### src/rtl/tetris_cmd_scheduler.sv
// tetris_cmd_scheduler
// Sequences the tetris core: turns debounced button levels into one-shot
// move commands, generates gravity ticks whose period shrinks with level,
// and serialises both onto one command port. Tracks game phase.
//
// Ports:
//   clk, reset   : system clock, synchronous active-high reset
//   btn[3:0]     : debounced button levels, btn[i] -> move code i
//   cmd_ready    : core accepts cmd when high together with cmd_valid
//   line_clear   : one-cycle pulse per line cleared by the core
//   game_over    : level from the core, stack topped out
//   cmd_valid    : command offered to the core
//   cmd[2:0]     : 0..3 button move code, 4 gravity down
//   new_game     : one-cycle pulse, core must clear its board
//   level[3:0]   : current level, saturates at 15
//   overflow     : sticky, a press was dropped on a full queue
//   phase[1:0]   : 0 IDLE, 1 RUN, 2 OVER (also the FSM state)
//
// Handshake: a transfer happens on any rising edge where cmd_valid and
// cmd_ready are both high. While cmd_valid is high without cmd_ready, cmd
// is held stable. A new command may load in the same edge as a transfer,
// giving back-to-back issue. Reset drops any outstanding command.
module tetris_cmd_scheduler #(
  parameter int unsigned GRAVITY_PERIOD  = 50000000,
  parameter int unsigned GRAVITY_STEP    = 3000000,
  parameter int unsigned MIN_PERIOD      = 5000000,
  parameter int unsigned LINES_PER_LEVEL = 10,
  parameter int unsigned FIFO_DEPTH      = 4
) (
  input  logic       clk,
  input  logic       reset,
  input  logic [3:0] btn,
  input  logic       cmd_ready,
  input  logic       line_clear,
  input  logic       game_over,
  output logic       cmd_valid,
  output logic [2:0] cmd,
  output logic       new_game,
  output logic [3:0] level,
  output logic       overflow,
  output logic [1:0] phase
);

  localparam int AW = $clog2(FIFO_DEPTH);
  localparam logic [AW:0] FULL_CNT = (AW+1)'(FIFO_DEPTH);
  localparam logic [31:0] GP  = 32'(GRAVITY_PERIOD);
  localparam logic [31:0] MP  = 32'(MIN_PERIOD);
  localparam logic [31:0] LPL = 32'(LINES_PER_LEVEL);
  localparam logic [31:0] BASE_PERIOD = (GP < MP) ? MP : GP;

  localparam logic [1:0] PH_IDLE = 2'd0;
  localparam logic [1:0] PH_RUN  = 2'd1;
  localparam logic [1:0] PH_OVER = 2'd2;

  logic [3:0]    btn_q;
  logic [3:0]    press;
  logic          press_any;
  logic [1:0]    press_code;

  logic [1:0]    fifo_mem [FIFO_DEPTH];
  logic [AW-1:0] wr_ptr, rd_ptr;
  logic [AW:0]   fifo_cnt;
  logic          fifo_full;

  logic [31:0]   grav_cnt;
  logic [31:0]   cur_period;
  logic [31:0]   next_period;
  logic [31:0]   dec;
  logic          grav_pending;
  logic [31:0]   line_cnt;

  logic start, go_over, active, can_issue, issue_grav, issue_btn;
  logic push, drop, tick;

  // Rising-edge detect with fixed btn0 > btn1 > btn2 > btn3 priority.
  always_comb begin
    press      = btn & ~btn_q;
    press_any  = |press;
    press_code = 2'd3;
    if (press[0])      press_code = 2'd0;
    else if (press[1]) press_code = 2'd1;
    else if (press[2]) press_code = 2'd2;
  end

  // Period for the current level; the subtraction clamps at zero before
  // the floor is applied so large levels cannot wrap around.
  always_comb begin
    dec         = 32'(level) * 32'(GRAVITY_STEP);
    next_period = MP;
    if (dec < GP && (GP - dec) > MP) next_period = GP - dec;
  end

  always_comb begin
    fifo_full  = (fifo_cnt == FULL_CNT);
    start      = (phase == PH_IDLE || phase == PH_OVER) && press_any;
    // game_over is ignored while new_game is still pulsing so a stale
    // level from the previous game cannot bounce us straight back to OVER.
    go_over    = (phase == PH_RUN) && game_over && !new_game;
    active     = (phase == PH_RUN) && !go_over;
    can_issue  = active && (!cmd_valid || cmd_ready);
    issue_grav = can_issue && grav_pending;
    issue_btn  = can_issue && !grav_pending && (fifo_cnt != '0);
    push       = active && press_any && (!fifo_full || issue_btn);
    drop       = active && press_any && fifo_full && !issue_btn;
    tick       = active && (grav_cnt == cur_period - 32'd1);
  end

  always_ff @(posedge clk) begin
    if (push) fifo_mem[wr_ptr] <= press_code;
  end

  always_ff @(posedge clk) begin
    if (reset) begin
      btn_q        <= '0;
      phase        <= PH_IDLE;
      new_game     <= 1'b0;
      cmd_valid    <= 1'b0;
      cmd          <= '0;
      level        <= '0;
      overflow     <= 1'b0;
      wr_ptr       <= '0;
      rd_ptr       <= '0;
      fifo_cnt     <= '0;
      grav_cnt     <= '0;
      cur_period   <= BASE_PERIOD;
      grav_pending <= 1'b0;
      line_cnt     <= '0;
    end else begin
      btn_q    <= btn;
      new_game <= start;
      if (start) begin
        phase        <= PH_RUN;
        level        <= '0;
        line_cnt     <= '0;
        grav_cnt     <= '0;
        cur_period   <= BASE_PERIOD;
        grav_pending <= 1'b0;
      end else if (go_over) begin
        // Counter and level are held; queue and pending tick are discarded.
        phase        <= PH_OVER;
        cmd_valid    <= 1'b0;
        wr_ptr       <= '0;
        rd_ptr       <= '0;
        fifo_cnt     <= '0;
        grav_pending <= 1'b0;
      end else if (active) begin
        // The period is latched at each wrap so a level change mid-count
        // takes effect from the next interval.
        if (tick) begin
          grav_cnt   <= '0;
          cur_period <= next_period;
        end else begin
          grav_cnt <= grav_cnt + 32'd1;
        end
        grav_pending <= (grav_pending && !issue_grav) || tick;

        if (push)      wr_ptr <= wr_ptr + 1'b1;
        if (issue_btn) rd_ptr <= rd_ptr + 1'b1;
        case ({push, issue_btn})
          2'b10:   fifo_cnt <= fifo_cnt + 1'b1;
          2'b01:   fifo_cnt <= fifo_cnt - 1'b1;
          default: fifo_cnt <= fifo_cnt;
        endcase
        if (drop) overflow <= 1'b1;

        if (issue_grav) begin
          cmd_valid <= 1'b1;
          cmd       <= 3'd4;
        end else if (issue_btn) begin
          cmd_valid <= 1'b1;
          cmd       <= {1'b0, fifo_mem[rd_ptr]};
        end else if (cmd_valid && cmd_ready) begin
          cmd_valid <= 1'b0;
        end

        if (line_clear) begin
          if (line_cnt == LPL - 32'd1) begin
            line_cnt <= '0;
            if (level != 4'd15) level <= level + 4'd1;
          end else begin
            line_cnt <= line_cnt + 32'd1;
          end
        end
      end
    end
  end

endmodule

### config.mk
export PLATFORM = sky130hd
export DESIGN_NAME = tetris_cmd_scheduler
export DESIGN_NICKNAME = d
export VERILOG_FILES = /design/src/rtl/tetris_cmd_scheduler.sv
export SDC_FILE = /design/constraint.sdc
export NUM_CORES = 1
export LEC_CHECK = 0
export ABC_AREA = 1
export CORE_ASPECT_RATIO = 1.25
export CORE_MARGIN = 10
export CORE_UTILIZATION = 30
export DETAILED_ROUTE_END_ITERATION = 7
export GPL_ROUTABILITY_DRIVEN = 0
export PLACE_DENSITY = 0.47
export SYNTH_ARGS = -nofsm -noshare
export SYNTH_HDL_FRONTEND = slang
export SYNTH_SLANG_ARGS = --single-unit
### constraint.sdc
create_clock -name clk -period 6.5 [get_ports clk]
set_clock_uncertainty 0.05 [all_clocks]
set_input_delay 1.3 -clock clk [delete_from_list [all_inputs] [get_ports clk]]
set_output_delay 1.3 -clock clk [all_outputs]
set_load 0.03 [all_outputs]
==> results.ini <==
[clocking]
cts_root_buf = clkbuf_16
clk_path_buf_depth = 2
cts_tree = built
cts_buffers = 17
cts-resized-gates = 0
clock_sinks = 119
clock_latency_ns = 0.42
cts-htree-levels = 4
ctsHoldBuffers = 0
postCtsSetupBuffers = 0
clk_pin_slew_ns = 0.06

[worst_setup_path]
path_buf_inv = 4
slowest_delay_ns = 0.75
start_kind = flip-flop
cp-end-kind = flip-flop
cp_max_fo = 16
arrival_ns = 4.42
cp.required_ns = 6.76
cpMostUsedCell = inv_1
crit_chain = inv_1 -> fa_1 -> inv_1 -> ha_1 -> a21oi_1 -> o21ai_0 -> a21oi_1 -> nand2_1 -> a21oi_1 -> nor2_1 -> nor2_1 -> inv_1 -> nand2_2 -> nand2_2 -> nor2_4 -> nand3_4 -> nand2_4 -> inv_1 -> nand2_1 -> nand2_1
worstSetupPathType = flip-flop to flip-flop
critPathTopFamily = simple AND/OR/NAND/NOR gates
critPathSlowestCell = dfxtp_1

[pwr]
power.density_nw_per_um2 = 185
peakVddDrop_mv = 0.152
p_leak_uw = 0.00429

[hold_path]
min_path_type = flip-flop to flip-flop

[die]
rows = 70
start_util = 0.304
core_area_um2 = 29300
die_h_um = 213
ios = 21
die-area_um2 = 37000
chipWidth_um = 174

[detailed_routing]
via_count = 8174
drtPass1Iterations = 5
drc = 0
viasPerCell = 4.58
drt-total-wl_um = 23800
wl_per_cell_um = 13.4
drt-initial-drc-count = 317
detail-route-antenna-nets = 0

[final_layout]
utilization = 0.344
drive_above_1_share = 0.104
mostFrequentLayoutCells = nand2_1 (293), inv_1 (186), nor2_1 (181)
nFillCells = 3279
syn_to_final_growth_pct = 13.2
nNetsFinal = 1428
multi_input_comb_area_um2 = 5530
n_antenna_cell = 0
register_area_um2 = 2460
mostFrequentLayoutCell = nand2_1

[sta]
setup_viol = 0
hold_violations = 0
tightest_slew_ns = 1.15
drv_slew = 0
slew_headroom = 0.231
fin_tns_setup_ns = 0
fmax_ghz = 0.241
rsz0062_at_grt = no
fin_crit_ns = 4.16
period_share = 0.639

[global_routing]
antenna_found_initial = 0
grt_overflow = 0
grt_pass1_vias = 7831
track_usage = 0.128
grt_pass1_wl_um = 38700
grt_max_degree = 30

[run]
drv_cap = 0

[synth]
synth-seq-cells = 119
yosys.cell_types.count = 57
avgSynthCellArea_um2 = 6.59
synthCells = 1351
synth_flop_cell = dfxtp_1
syn-cell-area_um2 = 8900
ys_warn_count = 0
synth_edf_count = 8
synth_nets = 1404
async_flop_share = 0
ys_seq_area_frac = 0.277

[placed_design]
dp_hpwl_um = 19100
port_buffers = 20

[status]
status = complete, no violations

[worst register-to-register path, stage by stage (launching register included)]
cell and delay (ns):
dfxtp_1 0.75, inv_1 0.26, fa_1 0.58, inv_1 0.04
ha_1 0.38, a21oi_1 0.24, o21ai_0 0.15, a21oi_1 0.20
nand2_1 0.10, a21oi_1 0.13, nor2_1 0.05, nor2_1 0.22
inv_1 0.12, nand2_2 0.09, nand2_2 0.06, nor2_4 0.12
nand3_4 0.13, nand2_4 0.20, inv_1 0.07, nand2_1 0.07
nand2_1 0.04
[through the flow]
| stage | cell area [µm²] | hold WS, ns | total power (µW) | setup slack (ns) | cells |
|---|---|---|---|---|---|
| finish | 10100 | 0.413 | 1860 | 2.34 | 1784 |
| floorplan | 8900 | 0.371 | 880 | 2.80 | 1351 |
| CTS | 10100 | 0.412 | 1890 | 2.29 | 1784 |
| global placement | 9480 | 0.395 | 929 | 2.02 | 1752 |
| detailed placement | 9480 | 0.403 | 930 | 1.99 | 1752 |
| global route | 10100 | 0.432 | 1940 | 1.92 | 1784 |
[synthesized netlist by cell type (5+ instances only)]
| master | number | area [µm²] |
|---|---|---|
| clkbuf_1 | 5 | 18.8 |
| nand3_2 | 5 | 50.1 |
| buf_6 | 5 | 56.3 |
| dfxtp_1 | 111 | 2220 |
| ha_1 | 39 | 488 |
| a21oi_1 | 63 | 315 |
| inv_1 | 186 | 698 |
| nand3_1 | 105 | 526 |
| nor2_2 | 15 | 93.8 |
| nor3_1 | 36 | 180 |
| nor3b_1 | 6 | 45.0 |
| nor2_1 | 181 | 679 |
| o21a_1 | 7 | 52.6 |
| o21ai_1 | 15 | 75.1 |
| edfxtp_1 | 8 | 240 |
| nor4_1 | 10 | 62.6 |
| nand2_1 | 293 | 1100 |
| o21ai_0 | 35 | 175 |
| a21oi_2 | 5 | 43.8 |
| nand2_2 | 33 | 206 |
| nor2_4 | 13 | 146 |
| nand4_1 | 39 | 244 |
| a31oi_1 | 6 | 37.5 |
| nand2_4 | 7 | 78.8 |
| nor3_2 | 5 | 50.1 |
| a211oi_1 | 5 | 37.5 |
| xor2_1 | 41 | 359 |
| fa_1 | 5 | 100 |
| inv_2 | 14 | 52.6 |
[power breakdown]
group / switching (µW) / internal (µW)
registers: 14.2 / 755
clock network: 350 / 601
logic: 98.5 / 43.6
total: 463 / 1400
[sequential cells by signal (all words and copies together), names as in the netlist, named ones only]
register and cells:
line_cnt 32, fifo_mem 8, overflow 1, level 4
cur_period 21, new_game 1, wr_ptr 2, phase 2
grav_pending 1, rd_ptr 2, cmd 3, cmd_valid 1
grav_cnt 32, fifo_cnt 3, btn_q 4
[per-layer routing]
layer,GRT usage,share of wire,vias up
li1,-,-,4434
met1,0.148,0.46,3659
met2,0.234,0.51,57
met3,0.0193,0.014,24
met4,0.0484,0.020,0
met5,0,0,-
[cell type report]
type,instances,share of cell area
Multi-Input combinational cell,1008,0.549
Sequential cell,119,0.244
Inverter,206,0.0771
Tap cell,396,0.0492
Clock buffer,20,0.0434
Timing Repair Buffer,23,0.0221
Clock inverter,12,0.0150
[path summary, 6_finish.rpt]
path / cells past startpoint / startpoint / slack, ns / to
worst min-delay path: 2 / cmd[0] / 0.41 / cmd[0]
worst max register to register: 20 / level[0] / 2.34 / cur_period[10]
worst min register to register: 2 / cmd[0] / 0.41 / cmd[0]
worst max-delay path: 20 / level[0] / 2.34 / cur_period[10]
[cell families (layout without fill, tap and decap cells)]
| kind of cell | count (synthesis) | in the layout | share of synthesized area |
|---|---|---|---|
| buffers and inverters | 224 | 261 | 0.102 |
| AOI/OAI and AO/OA | 149 | 149 | 0.0946 |
| and+or+nand+nor | 770 | 770 | 0.416 |
| DFF | 119 | 119 | 0.277 |
| adders and majority gates | 44 | 44 | 0.0661 |
| xor gates and xnor gates | 45 | 45 | 0.0443 |
(Power assumes the default switching activity.)
